### src/rtl/auth_lut_arbiter_if.sv
// auth_lut_arbiter_if: one requester channel of the auth LUT arbiter.
//   master : requester side (drives valid/cmd/uid/len, receives ready/rsp_*)
//   slave  : arbiter side
// Signals:
//   valid/ready  command handshake, transfer on valid & ready
//   cmd          command byte (0x10 check, 0x11 add)
//   uid, len     UID bytes (byte i at [i*8 +: 8]) and length in bytes
//   rsp_valid    one-cycle response strobe
//   rsp_code     status code, held between strobes
interface auth_lut_arbiter_if #(
  parameter int unsigned UID_BYTES = 16
) ();
  localparam int unsigned UidW = 8 * UID_BYTES;

  logic            valid;
  logic            ready;
  logic [7:0]      cmd;
  logic [UidW-1:0] uid;
  logic [7:0]      len;
  logic            rsp_valid;
  logic [7:0]      rsp_code;

  modport master (output valid, cmd, uid, len, input ready, rsp_valid, rsp_code);
  modport slave  (input valid, cmd, uid, len, output ready, rsp_valid, rsp_code);
endinterface

### src/rtl/auth_lut_arbiter.sv
// auth_lut_arbiter: shares one auth_lut between the host frame parser (req0)
// and the RFID reader front end (req1). Round-robin, one command in flight.
// Ports:
//   clk, rst_n          clock, async active-low reset
//   req0, req1          requester channels (auth_lut_arbiter_if.slave)
//   busy                high whenever not idle
//   lut_cmd/lut_valid/lut_uid_flat/lut_uid_len   LUT request
//   lut_allowed/lut_added_ok/lut_duplicate/lut_full  LUT result flags
// Option: AUTH_LUT_ARB_READER_WRITE_LOCK_EN rejects add commands from req1.
module auth_lut_arbiter #(
  parameter int unsigned UID_BYTES   = 16,
  parameter int unsigned LUT_LATENCY = 2
) (
  input  logic                     clk,
  input  logic                     rst_n,
  auth_lut_arbiter_if.slave        req0,
  auth_lut_arbiter_if.slave        req1,
  output logic                     busy,
  output logic [7:0]               lut_cmd,
  output logic                     lut_valid,
  output logic [8*UID_BYTES-1:0]   lut_uid_flat,
  output logic [7:0]               lut_uid_len,
  input  logic                     lut_allowed,
  input  logic                     lut_added_ok,
  input  logic                     lut_duplicate,
  input  logic                     lut_full
);
  localparam int unsigned UidW = 8 * UID_BYTES;
  localparam int unsigned CntW = $clog2(LUT_LATENCY) + 1;

  localparam logic [1:0] S_IDLE  = 2'd0;
  localparam logic [1:0] S_ISSUE = 2'd1;
  localparam logic [1:0] S_WAIT  = 2'd2;
  localparam logic [1:0] S_RESP  = 2'd3;

  localparam logic [7:0] CMD_CHECK = 8'h10;
  localparam logic [7:0] CMD_ADD   = 8'h11;
  localparam logic [7:0] CODE_ERR  = 8'hEF;

  logic [1:0]      r_state;
  logic [1:0]      w_state_nxt;
  logic            r_last;
  logic            r_gnt;
  logic [CntW-1:0] r_cnt;
  logic            r_busy;
  logic            r_lut_valid;
  logic [7:0]      r_lut_cmd;
  logic [UidW-1:0] r_lut_uid;
  logic [7:0]      r_lut_len;
  logic            r_rsp0_valid;
  logic            r_rsp1_valid;
  logic [7:0]      r_rsp0_code;
  logic [7:0]      r_rsp1_code;

  logic            w_gnt;
  logic            w_req_valid;
  logic [7:0]      w_req_cmd;
  logic [7:0]      w_req_len;
  logic [UidW-1:0] w_req_uid;
  logic            w_lock;
  logic            w_reject;
  logic            w_accept;
  logic            w_cnt_last;
  logic            w_rsp_port;
  logic [7:0]      w_code;
  logic            w_unused;

  // A full table has no dedicated code; it falls into the generic failure.
  assign w_unused = lut_full;

`ifdef AUTH_LUT_ARB_READER_WRITE_LOCK_EN
  // The reader may only query the table, never write it.
  assign w_lock = w_gnt & (w_req_cmd == CMD_ADD);
`else
  assign w_lock = 1'b0;
`endif

  assign w_cnt_last = (r_cnt == CntW'(LUT_LATENCY - 1));
  assign w_accept   = (r_state == S_IDLE) & w_req_valid;

  assign req0.ready = (r_state == S_IDLE) & ~w_gnt & req0.valid;
  assign req1.ready = (r_state == S_IDLE) &  w_gnt & req1.valid;

  // State register.
  always_ff @(posedge clk or negedge rst_n) begin
    if (!rst_n) r_state <= S_IDLE;
    else        r_state <= w_state_nxt;
  end

  // Grant selection, reject decode, next state and response code.
  always_comb begin
    w_state_nxt = r_state;
    w_gnt       = 1'b0;
    w_req_valid = 1'b0;
    w_req_cmd   = 8'h00;
    w_req_len   = 8'h00;
    w_req_uid   = '0;
    w_reject    = 1'b0;
    w_rsp_port  = r_gnt;
    w_code      = CODE_ERR;

    // On a tie the port not served last time wins.
    if (req0.valid && req1.valid) w_gnt = ~r_last;
    else                          w_gnt = req1.valid;

    if (w_gnt) begin
      w_req_valid = req1.valid;
      w_req_cmd   = req1.cmd;
      w_req_len   = req1.len;
      w_req_uid   = req1.uid;
    end else begin
      w_req_valid = req0.valid;
      w_req_cmd   = req0.cmd;
      w_req_len   = req0.len;
      w_req_uid   = req0.uid;
    end

    w_reject = ((w_req_cmd != CMD_CHECK) && (w_req_cmd != CMD_ADD)) ||
               (w_req_len > 8'(UID_BYTES)) || w_lock;

    case (r_state)
      S_IDLE: begin
        w_rsp_port = w_gnt;
        if (w_req_valid) w_state_nxt = w_reject ? S_RESP : S_ISSUE;
      end
      S_ISSUE: w_state_nxt = S_WAIT;
      S_WAIT: begin
        if (w_cnt_last) w_state_nxt = S_RESP;
        if (r_lut_cmd == CMD_CHECK) w_code = lut_allowed ? 8'h01 : 8'h00;
        else if (lut_added_ok)      w_code = 8'h02;
        else if (lut_duplicate)     w_code = 8'hEE;
        else                        w_code = CODE_ERR;
      end
      S_RESP:  w_state_nxt = S_IDLE;
      default: w_state_nxt = S_IDLE;
    endcase
  end

  // Transaction context, LUT drive and response registers.
  always_ff @(posedge clk or negedge rst_n) begin
    if (!rst_n) begin
      r_last       <= 1'b1;
      r_gnt        <= 1'b0;
      r_cnt        <= '0;
      r_busy       <= 1'b0;
      r_lut_valid  <= 1'b0;
      r_lut_cmd    <= 8'h00;
      r_lut_uid    <= '0;
      r_lut_len    <= 8'h00;
      r_rsp0_valid <= 1'b0;
      r_rsp1_valid <= 1'b0;
      r_rsp0_code  <= 8'h00;
      r_rsp1_code  <= 8'h00;
    end else begin
      r_busy       <= (w_state_nxt != S_IDLE);
      r_lut_valid  <= (w_state_nxt == S_ISSUE);
      r_rsp0_valid <= (w_state_nxt == S_RESP) & ~w_rsp_port;
      r_rsp1_valid <= (w_state_nxt == S_RESP) &  w_rsp_port;

      if (w_accept) r_gnt <= w_gnt;

      if (w_accept && !w_reject) begin
        r_lut_cmd <= w_req_cmd;
        r_lut_uid <= w_req_uid;
        r_lut_len <= w_req_len;
      end

      if (r_state == S_WAIT) r_cnt <= r_cnt + CntW'(1);
      else                   r_cnt <= '0;

      if (w_state_nxt == S_RESP && r_state != S_RESP) begin
        if (w_rsp_port) r_rsp1_code <= w_code;
        else            r_rsp0_code <= w_code;
      end

      if (r_state == S_RESP) r_last <= r_gnt;
    end
  end

  assign busy           = r_busy;
  assign lut_valid      = r_lut_valid;
  assign lut_cmd        = r_lut_cmd;
  assign lut_uid_flat   = r_lut_uid;
  assign lut_uid_len    = r_lut_len;
  assign req0.rsp_valid = r_rsp0_valid;
  assign req1.rsp_valid = r_rsp1_valid;
  assign req0.rsp_code  = r_rsp0_code;
  assign req1.rsp_code  = r_rsp1_code;
endmodule

### src/flat_wrapper.sv
// flat-port wrapper written by rule: the top's interface ports become plain ports
module auth_lut_arbiter_flat 
#(
  parameter int unsigned UID_BYTES   = 16,
  parameter int unsigned LUT_LATENCY = 2
)
  (clk, rst_n, busy, lut_cmd, lut_valid, lut_uid_flat, lut_uid_len, lut_allowed, lut_added_ok, lut_duplicate, lut_full, req0_valid, req0_cmd, req0_uid, req0_len, req0_ready, req0_rsp_valid, req0_rsp_code, req1_valid, req1_cmd, req1_uid, req1_len, req1_ready, req1_rsp_valid, req1_rsp_code);
  auth_lut_arbiter_if #(.UID_BYTES(UID_BYTES)) req0_i ();
  auth_lut_arbiter_if #(.UID_BYTES(UID_BYTES)) req1_i ();
  input  logic clk;
  input  logic rst_n;
  output logic busy;
  output logic [7:0] lut_cmd;
  output logic lut_valid;
  output logic [8*UID_BYTES-1:0] lut_uid_flat;
  output logic [7:0] lut_uid_len;
  input  logic lut_allowed;
  input  logic lut_added_ok;
  input  logic lut_duplicate;
  input  logic lut_full;
  input wire logic [$bits(req0_i.valid)-1:0] req0_valid;
  input wire logic [$bits(req0_i.cmd)-1:0] req0_cmd;
  input wire logic [$bits(req0_i.uid)-1:0] req0_uid;
  input wire logic [$bits(req0_i.len)-1:0] req0_len;
  output wire logic [$bits(req0_i.ready)-1:0] req0_ready;
  output wire logic [$bits(req0_i.rsp_valid)-1:0] req0_rsp_valid;
  output wire logic [$bits(req0_i.rsp_code)-1:0] req0_rsp_code;
  input wire logic [$bits(req1_i.valid)-1:0] req1_valid;
  input wire logic [$bits(req1_i.cmd)-1:0] req1_cmd;
  input wire logic [$bits(req1_i.uid)-1:0] req1_uid;
  input wire logic [$bits(req1_i.len)-1:0] req1_len;
  output wire logic [$bits(req1_i.ready)-1:0] req1_ready;
  output wire logic [$bits(req1_i.rsp_valid)-1:0] req1_rsp_valid;
  output wire logic [$bits(req1_i.rsp_code)-1:0] req1_rsp_code;
  assign req0_i.valid = req0_valid;
  assign req0_i.cmd = req0_cmd;
  assign req0_i.uid = req0_uid;
  assign req0_i.len = req0_len;
  assign req0_ready = req0_i.ready;
  assign req0_rsp_valid = req0_i.rsp_valid;
  assign req0_rsp_code = req0_i.rsp_code;
  assign req1_i.valid = req1_valid;
  assign req1_i.cmd = req1_cmd;
  assign req1_i.uid = req1_uid;
  assign req1_i.len = req1_len;
  assign req1_ready = req1_i.ready;
  assign req1_rsp_valid = req1_i.rsp_valid;
  assign req1_rsp_code = req1_i.rsp_code;
  auth_lut_arbiter #(.UID_BYTES(UID_BYTES), .LUT_LATENCY(LUT_LATENCY)) u_core (.clk(clk), .rst_n(rst_n), .req0(req0_i), .req1(req1_i), .busy(busy), .lut_cmd(lut_cmd), .lut_valid(lut_valid), .lut_uid_flat(lut_uid_flat), .lut_uid_len(lut_uid_len), .lut_allowed(lut_allowed), .lut_added_ok(lut_added_ok), .lut_duplicate(lut_duplicate), .lut_full(lut_full));
endmodule
### config.mk
export PLATFORM = sky130hd
export DESIGN_NAME = auth_lut_arbiter_flat
export DESIGN_NICKNAME = d
export VERILOG_FILES = /design/src/rtl/auth_lut_arbiter_if.sv /design/src/rtl/auth_lut_arbiter.sv /design/src/flat_wrapper.sv
export SDC_FILE = /design/constraint.sdc
export NUM_CORES = 1
export LEC_CHECK = 0
export CAP_MARGIN = 20
export CORE_AREA = 2 2 182 184
export DETAILED_ROUTE_END_ITERATION = 16
export DIE_AREA = 0 0 184 186
export HOLD_SLACK_MARGIN = 0.1
export PLACE_DENSITY = 0.58
export SLEW_MARGIN = 30
export SYNTH_ARGS = -nofsm -noshare
export SYNTH_HDL_FRONTEND = slang
export SYNTH_SLANG_ARGS = --single-unit
### constraint.sdc
create_clock -name clk -period 2.1 [get_ports clk]
set_input_delay 0.315 -clock clk [delete_from_list [all_inputs] [get_ports clk]]
set_output_delay 0.315 -clock clk [all_outputs]
set_load 0.01 [all_outputs]
==> results.toml <==
[cells_and_area]
drive_gt1_share_pct = 33.2
fin_util_pct = 45.2
syn2layout_area_growth_pct = 85.7
fin_nets = 1351
fillers = 2978
antenna_cells = 0

[logic_synthesis]
synthCells = 547
ys_ff_latch = 160
syn-cell-area_um2 = 7830
synth_cell_types = 37
ys_async_sr_fraction_pct = 100
synth_fa_ha_area_share_pct = 0.799
synth_top_family_by_area = "multiplexers"
synthXorXnorAreaFrac_pct = 0
muxShareOfSynthArea_pct = 39.8
synth_edf_count = 0
syn_avg_cell_area_um2 = 14.3
synth_seq_area_share_pct = 51.2
synth_compound_area_share_pct = 1.55
synth_simple_gate_area_share_pct = 3.28
synthFlopType = "dfrtp_1"
yosysWarnings = 0

[worst_setup_path]
cp_cell_sequence = "a21boi_4 > buf_6 > nand4b_1 > o22a_1 > nor2_4 > buf_12 > clkbuf_16 > mux2_2"
critical_path_buf_inv_count = 3
required_ns = 2.40
r2r.worst_path.cells = 8
crit_end = "u_core.lut_uid_flat[3]"
worstSetupStartpoint = "u_core.r_last"
critPathLaunchType = "flip-flop"
end_kind = "flip-flop"
slowest_delay_ns = 0.55
path_class = "flip-flop to flip-flop"
reg2reg_slack_ns = -0.13
path_max_fanout = 22
r2r_start = "u_core.r_last"
critPathArrivalTime_ns = 2.53
cp_slowest_cell = "dfstp_2"
timing.rr.end = "u_core.lut_uid_flat[3]"
critPathTopFamily = "flip-flops"
cp.depth = 8

[sta]
rsz0062_at_grt = "true"
worst_slack_ns = -0.125
holdWs_ns = 0.428
relSlewSlack_pct = 58.7
tightest_slew_ns = 0.619
drv_slew = 0
period_needed_ns = 2.23
hold_viol = 0
finalCritPeriodShare_pct = 106
setup_viol = 138
max_freq_mhz = 449
finClkSkew_ns = 0.0128

[detailed_routing]
vias = 6344
drcViolationCount = 0
wirelength_um = 28100
top_layer = "met4"
wl_met2_um = 14600
drt-initial-drc-count = 82
drtPass1Iterations = 4
viasPerCell = 4.31
met1Wirelength_um = 10700
antenna_left = 0
wl_per_cell_um = 19.1
met3WireLength_um = 2630

[floorplan]
dieArea_um2 = 34200
die_h_um = 186
initial_utilization_pct = 24.3
fp-row-count = 66
fp.dieW_um = 184
core_region_area_um2 = 32200
ios = 462

[global_routing]
track_usage_pct = 15.9
grt_pass1_wl_um = 41000
grt_remaining_overflow = 0
antenna_found_initial = 0
grt_max_degree = 57
grt_pass1_vias = 6883

[power]
intPower_mw = 6.66
p_leak_nw = 6.26
total_power_mw = 9.40
p_sw_mw = 2.74
comb_power_share_pct = 31.5
clkPwrFrac_pct = 32.8
power_density_nw_per_um2 = 647
switching_share_pct = 29.2
ir_drop_mv = 0.443
pwr-share-seq_pct = 35.6

[status]
violations = "setup timing"
outcome = "complete, but fails checks"

[placement]
gp_congestion = 0.721
port_buffers = 458
dp_hpwl_um = 20300

[job]
drv_cap = 0

[clock_network]
clk_latency_ns = 0.43
numCtsBuffers = 17
numClockSinks = 160
cts_tree = "yes"
path_clk_slew_ns = 0.07
cts_max_level = 4
cts_root_buf = "clkbuf_16"
cts_buffer_depth = 2

[min_path]
hold_path_class = "input port to asynchronous set/reset pin"
## power by group through the flow
stage	Combinational, mW	Clock [mW]	Sequential (mW)
6_report	2.96	3.09	3.35
5_1_grt	3.19	3.32	3.38
4_1_cts	2.82	3.21	3.35
3_5_place_dp	2.73	0	3.41
3_3_place_gp	2.71	0	3.41
2_1_floorplan	1.24	0	3.41
## flip-flops by register name, summed over array words and instances (netlist names), 2 cells and up
signal                cells
u_core.lut_uid_flat     128
u_core.lut_cmd            8
u_core.lut_uid_len        8
u_core.req0.rsp_code      3
u_core.req1.rsp_code      3
u_core.r_cnt              2
u_core.r_state            2
## logic make-up after synthesis
kind of cell	after synthesis
multiplexers	277
flip-flops	160
buffers and inverters	44
AND/OR/NAND/NOR	44
AO/OA/AOI/OAI	16
adder cells (fa/ha/maj)	5
other	1
## how the worst min path moves through the flow
stage                         start                      end
floorplan                     rst_n              u_core.busy
global placement              rst_n  u_core.lut_uid_flat[31]
detailed placement            rst_n  u_core.lut_uid_flat[31]
CTS                           rst_n  u_core.lut_uid_flat[31]
global route        u_core.r_cnt[0]          u_core.r_cnt[0]
finish                        rst_n  u_core.lut_uid_flat[31]
## synthesized netlist by cell type, types with 2 or more instances
master | number | share of area [%]
nand2_1 | 5 | 0.24
a31oi_1 | 2 | 0.16
o22a_1 | 2 | 0.22
buf_6 | 6 | 0.86
o41a_1 | 2 | 0.29
nand2b_1 | 2 | 0.16
nor2_1 | 9 | 0.43
a21o_1 | 2 | 0.19
mux2_1 | 50 | 7.2
nor2b_1 | 12 | 0.96
a21oi_1 | 2 | 0.13
buf_4 | 10 | 0.96
clkbuf_1 | 4 | 0.19
inv_1 | 4 | 0.19
ha_1 | 5 | 0.80
nor4_1 | 7 | 0.56
buf_2 | 11 | 0.70
mux2_2 | 226 | 33
nor4b_1 | 2 | 0.22
buf_1 | 9 | 0.43
dfrtp_1 | 159 | 51
## repair_timing
item / CTS / global route
hold buffers: 1 / 0
setup endpoints to repair: 153 / 152
hold endpoints to repair: 46 / 0
gates cloned: 7 / 3
buffers inserted: 11 / 5
pin swaps: 5 / 3
gates resized for setup: 79 / 44
## metal layers
metal  vias to the layer above  global-route usage, %
met2                       284                   29.1
li1                       2973                      -
met5                         -                      0
met4                         0                   3.94
met1                      3074                   17.4
met3                        13                   5.87
## final cells by class
| class | instances | area (µm²) | area share [%] |
|---|---|---|---|
| timing repair buffer | 523 | 5450 | 37.5 |
| clock inverter | 13 | 119 | 0.817 |
| tap | 408 | 510 | 3.51 |
| clock buffer | 19 | 453 | 3.11 |
| multi-input combinational | 344 | 3990 | 27.4 |
| sequential | 160 | 4010 | 27.5 |
| inverter | 4 | 15.0 | 0.103 |
## cell usage in the layout (no fill, tap or decap), types with 3 or more instances in the layout
cell type / netlist / routed
clkdlybuf4s50_1: 0 / 454
mux2_2: 226 / 160
dfrtp_1: 159 / 159
mux2_4: 0 / 78
mux2_1: 50 / 38
buf_4: 10 / 36
clkbuf_16: 0 / 20
nor2b_1: 12 / 12
buf_12: 0 / 11
buf_16: 0 / 9
nor2_1: 9 / 8
buf_6: 6 / 6
nand2_1: 5 / 5
ha_1: 5 / 5
inv_1: 4 / 4
inv_8: 0 / 4
clkinvlp_4: 0 / 4
nor4_4: 0 / 3
inv_6: 0 / 3
## per-stage QoR
| step | cell area (µm²) | setup TNS, ns | instances | setup WS, ns |
|---|---|---|---|---|
| after CTS | 14300 | -16.25 | 1466 | -0.161 |
| after floorplan | 7830 | 0 | 548 | 0.131 |
| after detailed placement | 13100 | -128.43 | 1415 | -0.887 |
| after global routing | 14500 | -28.97 | 1471 | -0.240 |
| final | 14500 | -12.97 | 1471 | -0.125 |
| after global placement | 13100 | -129.35 | 1415 | -0.876 |
Power figures use the tool's default switching activity.
